--- src/rtl/fpga_puf_reader.sv ---
// fpga_puf_reader: repeats arbiter PUF evaluations, majority-votes each bit and
// reports a per-bit stability mask through a valid/ready port.
module fpga_puf_reader #(
  parameter int PUF_WIDTH     = 96,
  parameter int NUM_EVAL      = 15,
  parameter int CAPTURE_DELAY = 2,
  parameter int TIMEOUT       = 255
) (
  input  logic                 clk,
  input  logic                 reset,
  input  logic                 start,
  output logic                 busy,
  output logic                 puf_trig,
  input  logic [2:0]           puf_state,
  input  logic [PUF_WIDTH-1:0] puf_out,
  output logic                 resp_valid,
  input  logic                 resp_ready,
  output logic [PUF_WIDTH-1:0] resp_data,
  output logic [PUF_WIDTH-1:0] resp_stable,
  output logic                 resp_error
);
  localparam int CW = $clog2(NUM_EVAL + 1);
  localparam logic [CW-1:0] NE = CW'(NUM_EVAL);
  localparam logic [CW-1:0] HALF = CW'(NUM_EVAL / 2);
  localparam logic [15:0] TMO = 16'(TIMEOUT);
  typedef enum logic [2:0] {IDLE, WAIT_IDLE, TRIG, WAIT_SAMPLE, DELAY, CAPTURE, VOTE, DONE} state_t;
  state_t state, next;
  logic [CW-1:0] ones_cnt [PUF_WIDTH];
  logic [CW-1:0] eval_cnt;
  logic [15:0] tmo_cnt;
  logic [3:0] dly_cnt;
  logic tmo_hit, err;
  assign tmo_hit = tmo_cnt >= TMO;
  always_comb begin
    next = state;
    err = 1'b0;
    case (state)
      IDLE: next = start ? WAIT_IDLE : IDLE;
      WAIT_IDLE: begin
        next = puf_state == 3'b001 ? TRIG : tmo_hit ? DONE : WAIT_IDLE;
        err = puf_state != 3'b001 && tmo_hit;
      end
      TRIG: next = WAIT_SAMPLE;
      // A one-cycle capture delay needs no DELAY state at all.
      WAIT_SAMPLE: begin
        next = puf_state == 3'b100 ? (CAPTURE_DELAY == 1 ? CAPTURE : DELAY) : tmo_hit ? DONE : WAIT_SAMPLE;
        err = puf_state != 3'b100 && tmo_hit;
      end
      DELAY: next = dly_cnt <= 4'd1 ? CAPTURE : DELAY;
      CAPTURE: next = eval_cnt == NE - CW'(1) ? VOTE : WAIT_IDLE;
      VOTE: next = DONE;
      DONE: next = resp_ready ? IDLE : DONE;
      default: next = IDLE;
    endcase
  end
  always_ff @(posedge clk) begin
    if (!reset) begin
      state <= IDLE;
      busy <= 1'b0;
      puf_trig <= 1'b0;
      resp_valid <= 1'b0;
      resp_data <= '0;
      resp_stable <= '0;
      resp_error <= 1'b0;
      tmo_cnt <= '0;
      dly_cnt <= '0;
      eval_cnt <= '0;
      for (int i = 0; i < PUF_WIDTH; i++) ones_cnt[i] <= '0;
    end else begin
      state <= next;
      busy <= next != IDLE;
      puf_trig <= next == TRIG;
      resp_valid <= next == DONE;
      tmo_cnt <= (state == IDLE || state == TRIG || state == CAPTURE) ? '0 : tmo_cnt != '1 ? tmo_cnt + 16'd1 : tmo_cnt;
      dly_cnt <= state == WAIT_SAMPLE ? 4'(CAPTURE_DELAY - 1) : state == DELAY ? dly_cnt - 4'd1 : dly_cnt;
      if (state == IDLE) begin
        eval_cnt <= '0;
        for (int i = 0; i < PUF_WIDTH; i++) ones_cnt[i] <= '0;
      end else if (state == CAPTURE) begin
        eval_cnt <= eval_cnt + CW'(1);
        for (int i = 0; i < PUF_WIDTH; i++) ones_cnt[i] <= ones_cnt[i] + CW'(puf_out[i]);
      end
      if (state == VOTE) begin
        for (int i = 0; i < PUF_WIDTH; i++) begin
          resp_data[i] <= ones_cnt[i] > HALF;
          resp_stable[i] <= ones_cnt[i] == '0 || ones_cnt[i] == NE;
        end
        resp_error <= 1'b0;
      end
      if (err) begin
        resp_data <= '0;
        resp_stable <= '0;
        resp_error <= 1'b1;
      end
    end
  end
endmodule

--- config.mk ---
export PLATFORM = sky130hd
export DESIGN_NAME = fpga_puf_reader
export DESIGN_NICKNAME = d
export VERILOG_FILES = /design/src/rtl/fpga_puf_reader.sv
export SDC_FILE = /design/constraint.sdc
export NUM_CORES = 1
export LEC_CHECK = 0
export BUFFER_PORTS_ARGS = -buffer_cell sky130_fd_sc_hd__buf_2
export CORE_MARGIN = 2
export CORE_UTILIZATION = 40
export CTS_CLUSTER_DIAMETER = 150
export DETAILED_ROUTE_END_ITERATION = 10
export PLACE_DENSITY_LB_ADDON = 0.15
export SETUP_SLACK_MARGIN = 0.02
export SLEW_MARGIN = 15
export SYNTH_ARGS = -nofsm -noshare
export SYNTH_HDL_FRONTEND = slang
export SYNTH_SLANG_ARGS = --single-unit
--- constraint.sdc ---
create_clock -name clk -period 74.1 [get_ports clk]
set_input_delay 14.82 -clock clk [delete_from_list [all_inputs] [get_ports clk]]
set_output_delay 14.82 -clock clk [all_outputs]
set_load 0.01 [all_outputs]
# Yosys cells after proc, flatten, opt, wreduce, memory -nomap -nowiden
# Memories as Yosys holds them, arrays and structs flattened.
# Index checks and enable logic that the tools add are counted.
# op_classes
n_addsub	99
n_mul	0
div_mod_pow	0
magnitude_cmp	98
eq_ne	111
shift	0
mux	214
bitwise	193
n_reduce_logical	204
# op_table
operator	count
2-to-1 mux 4 bit	192
== test 4 bit, second input constant	97
adder 4 x 1 -> 4 bit	96
> comparator 4 x 3 -> 1 bit, second input constant	96
zero test 4 bit	96
bitwise OR 1 bit	192
logical OR 1 bit	98
one-hot mux 3 bit (8 select lines)	1
== test 3 bit, second input constant	6
2-to-1 mux 3 bit	6
adder 16 x 1 -> 16 bit, second input constant	1
greater-or-equal comparator 16 x 8 -> 1 bit, second input constant	1
inequality test 16 bit, second input constant	1
2-to-1 mux 1 bit	14
== test 3 x 2 -> 1 bit, second input constant	3
OR reduction 2 bit	4
== test 3 x 1 -> 1 bit, second input constant	2
adder 4 x 1 -> 4 bit, second input constant	1
<= comparator 4 x 1 -> 1 bit, second input constant	1
nonzero test 2 bit	2
subtractor 4 x 1 -> 4 bit, second input constant	1
zero test 3 bit	1
inequality test 3 x 1 -> 1 bit, second input constant	1
inequality test 3 bit, second input constant	1
other kinds (4)	5
# totals
regBits	223
latchBits	0
ram_bits	384
rom_bits	0
elab_cells	931
memories	1
# memory_table
memory	depth	word_bits	rd	rd_clocked_by_memory_dff	wr	line_no	source
ones_cnt	96	4	96	0	96	28	logic [CW-1:0] ones_cnt [PUF_WIDTH];

# Logic depth before layout (Yosys ltp)
# Gate-level depths: netlist of run 1.
# logic_depth
ltp_word	6
ltp_mapped	8
depth_no_buf	7

# Least setup slack after synthesis of run 1
# Ideal clock, no wire load.
# synth_timing
kind	input-to-reg
from	input port reset
to	memory ones_cnt[0][0] in the netlist's numbering, enable pin
setup_time_ns	4.854
t_arrival_ns	25.961
t_required_ns	69.246
slack_ns	43.285
stages	1
path_buffers	0
path_cell_list	o21ai_0
# synth_rtl
item	line_no	source
start, declared	10	input logic reset,
end, declared	28	

==> results.md, run 1 <==
* Synth Warn # at 0
* First DRT Iteration DRCs at 939
* Vias in the first global route at 18705
* Row cnt at 97
* Reg2reg end: ones_cnt[0][139]
* Async SR Flop Fraction at 0
* Global placement routability congestion at 0.783
* Final WL at 62500 um
* Pwr Density at 22.6 mW/mm^2
* Top_reg_cell synth: edfxtp_1
* Final Instance Area at 0.0329 mm^2
* Worst hold endpoint: resp_data[26]
* Num ports at 299
* Initial core utilization at 0.404
* Synth cell types at 51
* Xor and xnor area share after synthesis at 0.0627
* Post-route ant nets at 0
* Worst Setup End Kind: flip-flop
* Wire length per cell at 16.9 um
* CP Max Fanout at 76
* Crit path launch type: input pin
* Initial antenna violation count at 8
* Worst hold path class: flip-flop to flip-flop
* Slew HR at 0.284
* DIE HEIGHT at 270 um
* Die ar. at 0.0731 mm^2
* Cells after synthesis at 2430
* Post-synthesis simple-gate area fraction at 0.187
* Post-synthesis adder-cell area fraction at 0.0869
* Worst Path Required at 74.31 ns
* Final period util at 0.238
* Clk Latency, worst-skew pair at 0.59 ns
* Nets at 3003
* R2r setup slk at 69.36 ns
* Critical path's top delay family: buffers and inverters
* Core Util, Final at 0.469
* # resized after CTS at 0
* Final Hold Viols at 0
* Number of synthesized flops with an enable pin at 384
* Filler cells at 6603
* Critical-path cell list: buf_2 > o21ai_4 > buf_4 > buf_4 > buf_4
* Max frequency at 56.7 MHz
* Tmin final at 17.63 ns
* Vias per inst at 5.13
* WP buf/inv at 4
* Pin count of the biggest net entering global routing at 170
* Status: finished, final reports clean
* Worst r2r path cells at 5
* Via count at 18993
* Final setup fails at 0
* Post-DP Area at 0.0307 mm^2
* Layout area overhead at 16.0%
* Placeable core region at 0.0701 mm^2
* Top cell type by total area after synthesis: edfxtp_1
* Clock sink total at 607
* Multiplexer area fraction after synthesis at 0.00141
* Yosys reg bits at 607
* Least-Margin Pin Slew at 1.07 ns
* Count of input and output buffers at 298
* Residual DRC at 0
* Overall fraction of global-route tracks in use at 0.169
* Pleak at 0.0129 uW
* Pre-antenna DRT Iters at 6
* Hpwl dp at 38700 um
* # H-tree levels at 3
* HP Start: resp_data[26]
* RSZ-0062 raised after global routing: false
* Syn Area/Cell at 11.7 um^2
* Setup TNS at 0 ns
* Final Max Slew Viols at 0
* Main combinational cell family by area after synthesis: simple AND/OR/NAND/NOR gates
* Arr. time, crit path at 17.84 ns
* Global route total overflow at 0
* Die X at 270 um
* Maximum buffer depth of the clock tree at 3
* Critical path type: input pin to flip-flop
* CTS tree: done
* Cell mode on critical path: buf_4
* Worst hold stages at 2
* Critical-path top delay cell: buf_4
* Mapped Area at 0.0284 mm^2
* Synth top area share at 0.407
* First-pass GRT wire length at 100000 um
* MaxCap Viol Count at 0
* Hold_buf cts at 0
* Sequential share of the synthesized area at 0.564
* Final Skew at 0.0191 ns
* Root Buffer Master: clkbuf_16
* Critical R2R Launch: state[2]
* Clk pin slew, worst setup/hold paths at 0.06 ns
* Layout cells sized above 1 at 0.184
* Post-synthesis compound-gate area fraction at 0.0783
* Clock buffers created by TritonCTS at 69
* Crit-path max cell delay at 0.91 ns
* Largest cells by area after synthesis: edfxtp_1 41%, dfxtp_1 16%, ha_1 8.7%
* Post-CTS setup buffer count at 0
* Syn_nets at 2730
* Max rail drop VDD at 0.0142 mV
-- cells in the mapped netlist, drive strengths merged (98+ instances only) --
library cell / n
a21oi: 108
and2: 195
dfxtp: 223
edfxtp: 384
ha: 197
nand2: 210
nand3: 102
nand4: 103
nor2: 310
xnor2: 98
xor2: 105
-- layout by cell type (no fill, tap or decap), drive strengths merged, types with 11 or more instances in the layout --
cell | synthesis | layout
a21oi | 108 | 108
a311oi | 96 | 96
and2 | 195 | 195
buf | 37 | 315
clkbuf | 76 | 103
clkinv | 1 | 14
dfxtp | 223 | 223
edfxtp | 384 | 384
ha | 197 | 197
inv | 7 | 11
nand2 | 210 | 210
nand3 | 102 | 102
nand4 | 103 | 103
nor2 | 310 | 310
o21ai | 15 | 15
or4 | 96 | 96
xnor2 | 98 | 98
xor2 | 105 | 105
-- flip-flops by register name, summed over array words and instances (netlist names) --
register / flops
busy: 1
dly_cnt: 4
eval_cnt: 4
ones_cnt: 384
puf_trig: 1
resp_data: 96
resp_error: 1
resp_stable: 96
resp_valid: 1
state: 3
tmo_cnt: 16
-- cell families (layout without fill, tap and decap cells) --
group / count (synthesis) / in the layout
other cells: 0 / 2
simple gates: 1053 / 1053
fa+ha+maj: 197 / 197
xor+xnor: 203 / 203
mux: 4 / 4
compound gates: 245 / 245
buf+inv: 121 / 449
flops: 607 / 607
-- how the worst max path moves through the flow --
stage | startpoint | end | slack, ns | cells after the start
6_report | reset | ones_cnt[0][139] | 56.47 | 5
4_1_cts | reset | ones_cnt[0][86] | 56.43 | 5
5_1_grt | reset | ones_cnt[0][85] | 56.24 | 5
2_1_floorplan | reset | ones_cnt[0][0] | 43.29 | 1
3_5_place_dp | reset | ones_cnt[0][297] | 55.80 | 5
3_3_place_gp | reset | ones_cnt[0][76] | 55.88 | 5
-- power breakdown --
group          total, uW  internal (uW)  switching (uW)
Sequential           380            370            10.7
Clock                336            200             137
Combinational       28.0           11.9            16.1
Total                745            581             164
-- layer usage --
layer	vias to the layer above	wire length [um]	track usage
met5	-	65	0
met2	280	30100	0.287
met4	10	1740	0.0571
met3	110	2780	0.0365
met1	9155	27800	0.215
li1	9438	-	-
-- worst register-to-register path, stage by stage (launching register included) --
cell and delay, ns:
dfxtp_1 0.88, xor2_1 0.24, o21ai_4 0.75, buf_4 0.92, buf_4 0.76, buf_4 0.78
-- layout make-up --
| class | instances | area (um^2) | area share |
|---|---|---|---|
| Antenna cell | 2 | 5.00 | 0.000152 |
| Timing Repair Buffer | 315 | 1630 | 0.0496 |
| Tap cell | 940 | 1180 | 0.0358 |
| Multi-Input combinational cell | 1702 | 11800 | 0.360 |
| Inverter | 8 | 30.0 | 0.000913 |
| Sequential cell | 607 | 16000 | 0.486 |
| Clock inverter | 23 | 262 | 0.00795 |
| Clock buffer | 103 | 1950 | 0.0592 |
-- per-stage QoR --
stage	hold slack [ns]	setup WS, ns	std cells	total power (uW)
global placement	0.438	55.88	3572	415
finish	0.449	56.47	3700	745
global route	0.465	56.24	3700	775
detailed placement	0.444	55.80	3572	416
CTS	0.452	56.43	3698	756
floorplan	0.448	43.29	2430	416
No activity file was read; power rests on OpenSTA's default activity.
==> run 2, diff against run 1 <==
--- a/config.mk
+++ b/config.mk
@@ -5,6 +5,7 @@
 export SDC_FILE = /design/constraint.sdc
 export NUM_CORES = 1
 export LEC_CHECK = 0
+export ABC_AREA = 1
 export BUFFER_PORTS_ARGS = -buffer_cell sky130_fd_sc_hd__buf_2
 export CORE_MARGIN = 2
 export CORE_UTILIZATION = 40
==> constraint.sdc (replaced) <==
create_clock -name clk -period 16.2 [get_ports clk]
set_input_delay 3.24 -clock clk [delete_from_list [all_inputs] [get_ports clk]]
set_output_delay 3.24 -clock clk [all_outputs]
set_load 0.01 [all_outputs]
==> run 2 against run 1 <==
  * Sequential power rose to 4.7 times the previous value
  * Non-clock buffer count down 4
  * Highest routed layer unchanged
  * Cell count up 17%
==> results.md, run 2 <==
* Status: finished, final reports clean
* Crit path launch type: input pin
* Final Max Slew Viols at 0
* Largest register by flop count: ones_cnt
* Layout area overhead at 15.4%
* Row cnt at 99
* Critical path type: input pin to flip-flop
* Final Skew at 0.0167 ns
* Critical R2R Launch: state[2]
* Async SR Flop Fraction at 0
* Tmin final at 6.18 ns
* Final cell count without fillers at 4332
* Mapped Area at 0.0292 mm^2
* PnR worst setup slack at 10.02 ns
* Commonest cells after routing, fill and taps aside: 549 x nor2_1, 464 x nand2_1, 384 x edfxtp_1, 298 x buf_2, 235 x inv_1
* Critical-path cell list: buf_2 > inv_1 > nor2_1 > nand2_4 > buf_4 > buf_4
* Vias per inst at 4.87
* CTS tree: done
* Final Hold Viols at 0
* Maximum buffer depth of the clock tree at 3
* Final period util at 0.382
* Residual DRC at 0
* Worst hold path class: flip-flop to flip-flop
* Clk Latency, worst-skew pair at 0.60 ns
* Biggest regs: ones_cnt: 384 flops, resp_data: 96 flops, resp_stable: 96 flops
* Post-synth top cells: 549 x nor2_1, 467 x nand2_1, 384 x edfxtp_1
* DIE HEIGHT at 274 um
* Initial antenna violation count at 5
* Synth cell types at 33
* Global route total overflow at 0
* Total power at 3530 uW
* Pleak at 0.0139 uW
* Layout cells sized above 1 at 0.189
* Slew HR at 0.234
* Sequential share of the synthesized area at 0.548
* Metal2 WL at 30000 um
* Top_reg_cell synth: edfxtp_1
* HP Start: resp_data[86]
* Largest cells by area after synthesis: edfxtp_1 39%, dfxtp_1 15%, ha_1 8.4%
* Post-CTS setup buffer count at 0
* Wire length per cell at 14.5 um
* Num ports at 299
* Vias in the first global route at 20298
* Worst r2r path cells at 4
* Die ar. at 0.0752 mm^2
* Placeable core region at 0.0726 mm^2
* MaxCap Viol Count at 0
* Worst hold endpoint: resp_data[86]
* Pwr Density at 105 mW/mm^2
* Pre-antenna DRT Iters at 6
* Count of input and output buffers at 298
* First-pass GRT wire length at 101000 um
* Final setup fails at 0
* Worst Setup End Kind: flip-flop
* Max frequency at 162 MHz
* Clock buffers created by TritonCTS at 70
* Cells after synthesis at 3036
* Number of synthesized flops with an enable pin at 384
* Max reg flops at 384
* Placed cell count at 4201
* Worst Path Required at 16.41 ns
* Die X at 274 um
* Syn Area/Cell at 9.62 um^2
* Worst hold stages at 2
* Syn_nets at 3336
* Overall fraction of global-route tracks in use at 0.165
* Cell mode on critical path: buf_4
* R2r setup slk at 12.23 ns
* Crit-path max cell delay at 0.94 ns
* Hold_buf cts at 0
* Synth top area share at 0.395
* Nets at 3614
* Most common cell after layout, fill and taps aside: nor2_1
* DR top layer: met5
* RSZ-0062 raised after global routing: false
* Arr. time, crit path at 6.39 ns
* CP Max Fanout at 85
* Yosys reg bits at 607
* Post-DP Area at 0.0315 mm^2
* Initial core utilization at 0.402
* Synth Warn # at 0
* Met3 Wirelength at 2790 um
* Reg2reg end: ones_cnt[0][337]
* Hpwl dp at 39800 um
* Via count at 21079
* Clk pin slew, worst setup/hold paths at 0.06 ns
* Critical-path top delay cell: buf_4
* Pin count of the biggest net entering global routing at 201
* Top cell type by total area after synthesis: edfxtp_1
* Root Buffer Master: clkbuf_16
* Least-Margin Pin Slew at 1.15 ns
* Filler cells at 6875
* Dpl ws at 9.36 ns
* Max rail drop VDD at 0.0730 mV
* Final WL at 62900 um
* Final Instance Area at 0.0337 mm^2
* Global placement routability congestion at 0.823
* Most common cell in the synthesized netlist: nor2_1
* Setup TNS at 0 ns
* # resized after CTS at 0
* Post-route ant nets at 0
* Met1 Wirelength at 28800 um
* Clock sink total at 607
* First DRT Iteration DRCs at 1212
* # H-tree levels at 3
run 2: how the worst max path moves through the flow:
| stage | startpoint | to | slack, ns |
|---|---|---|---|
| after floorplan | reset | ones_cnt[0][0] | 3.46 |
| after global placement | reset | ones_cnt[0][11] | 9.45 |
| after detailed placement | reset | ones_cnt[0][11] | 9.36 |
| after CTS | reset | ones_cnt[0][361] | 10.00 |
| after global routing | reset | ones_cnt[0][368] | 9.77 |
| final | reset | ones_cnt[0][337] | 10.02 |
run 2: area by class of cell:
class | instances | area [um^2] | share of cell area
inverters | 239 | 900 | 0.0267
multi-input cells | 2085 | 11700 | 0.349
flip-flops and latches | 607 | 16000 | 0.475
clock buffers | 106 | 2080 | 0.0618
well taps | 959 | 1200 | 0.0356
diodes | 2 | 5.00 | 0.000149
repair buffers | 311 | 1610 | 0.0479
clock inverters | 23 | 153 | 0.00453
run 2: metrics by stage:
stage	utilization	hold WS (ns)
floorplan	-	0.439
CTS	0.464	0.459
detailed placement	0.433	0.451
global route	0.464	0.478
finish	0.464	0.459
global placement	0.433	0.446
run 2: kinds of logic (layout without fill, tap and decap cells):
group           after synthesis  after routing  share of synthesized area
other cells                   0              2                          0
fa+ha+maj                   197            197                     0.0844
flops                       607            607                      0.548
compound gates              352            352                     0.0751
buf+inv                     344            679                     0.0509
simple gates               1436           1436                      0.212
xor+xnor                    100            100                     0.0300
run 2: worst max-delay path: cells and delay by family:
kind	cells	cell delay (ns)
buffers and inverters	4	2.04
AND/OR/NAND/NOR	2	0.89
run 2: power breakdown:
group	switching (uW)	internal (uW)
clock	630	905
combinational	118	78.9
sequential	72.3	1720
total	821	2700
run 2: layer usage:
layer,GRT usage,up-vias
met4,0.0519,6
li1,-,10796
met3,0.0324,90
met2,0.281,321
met1,0.210,9866
met5,0,-
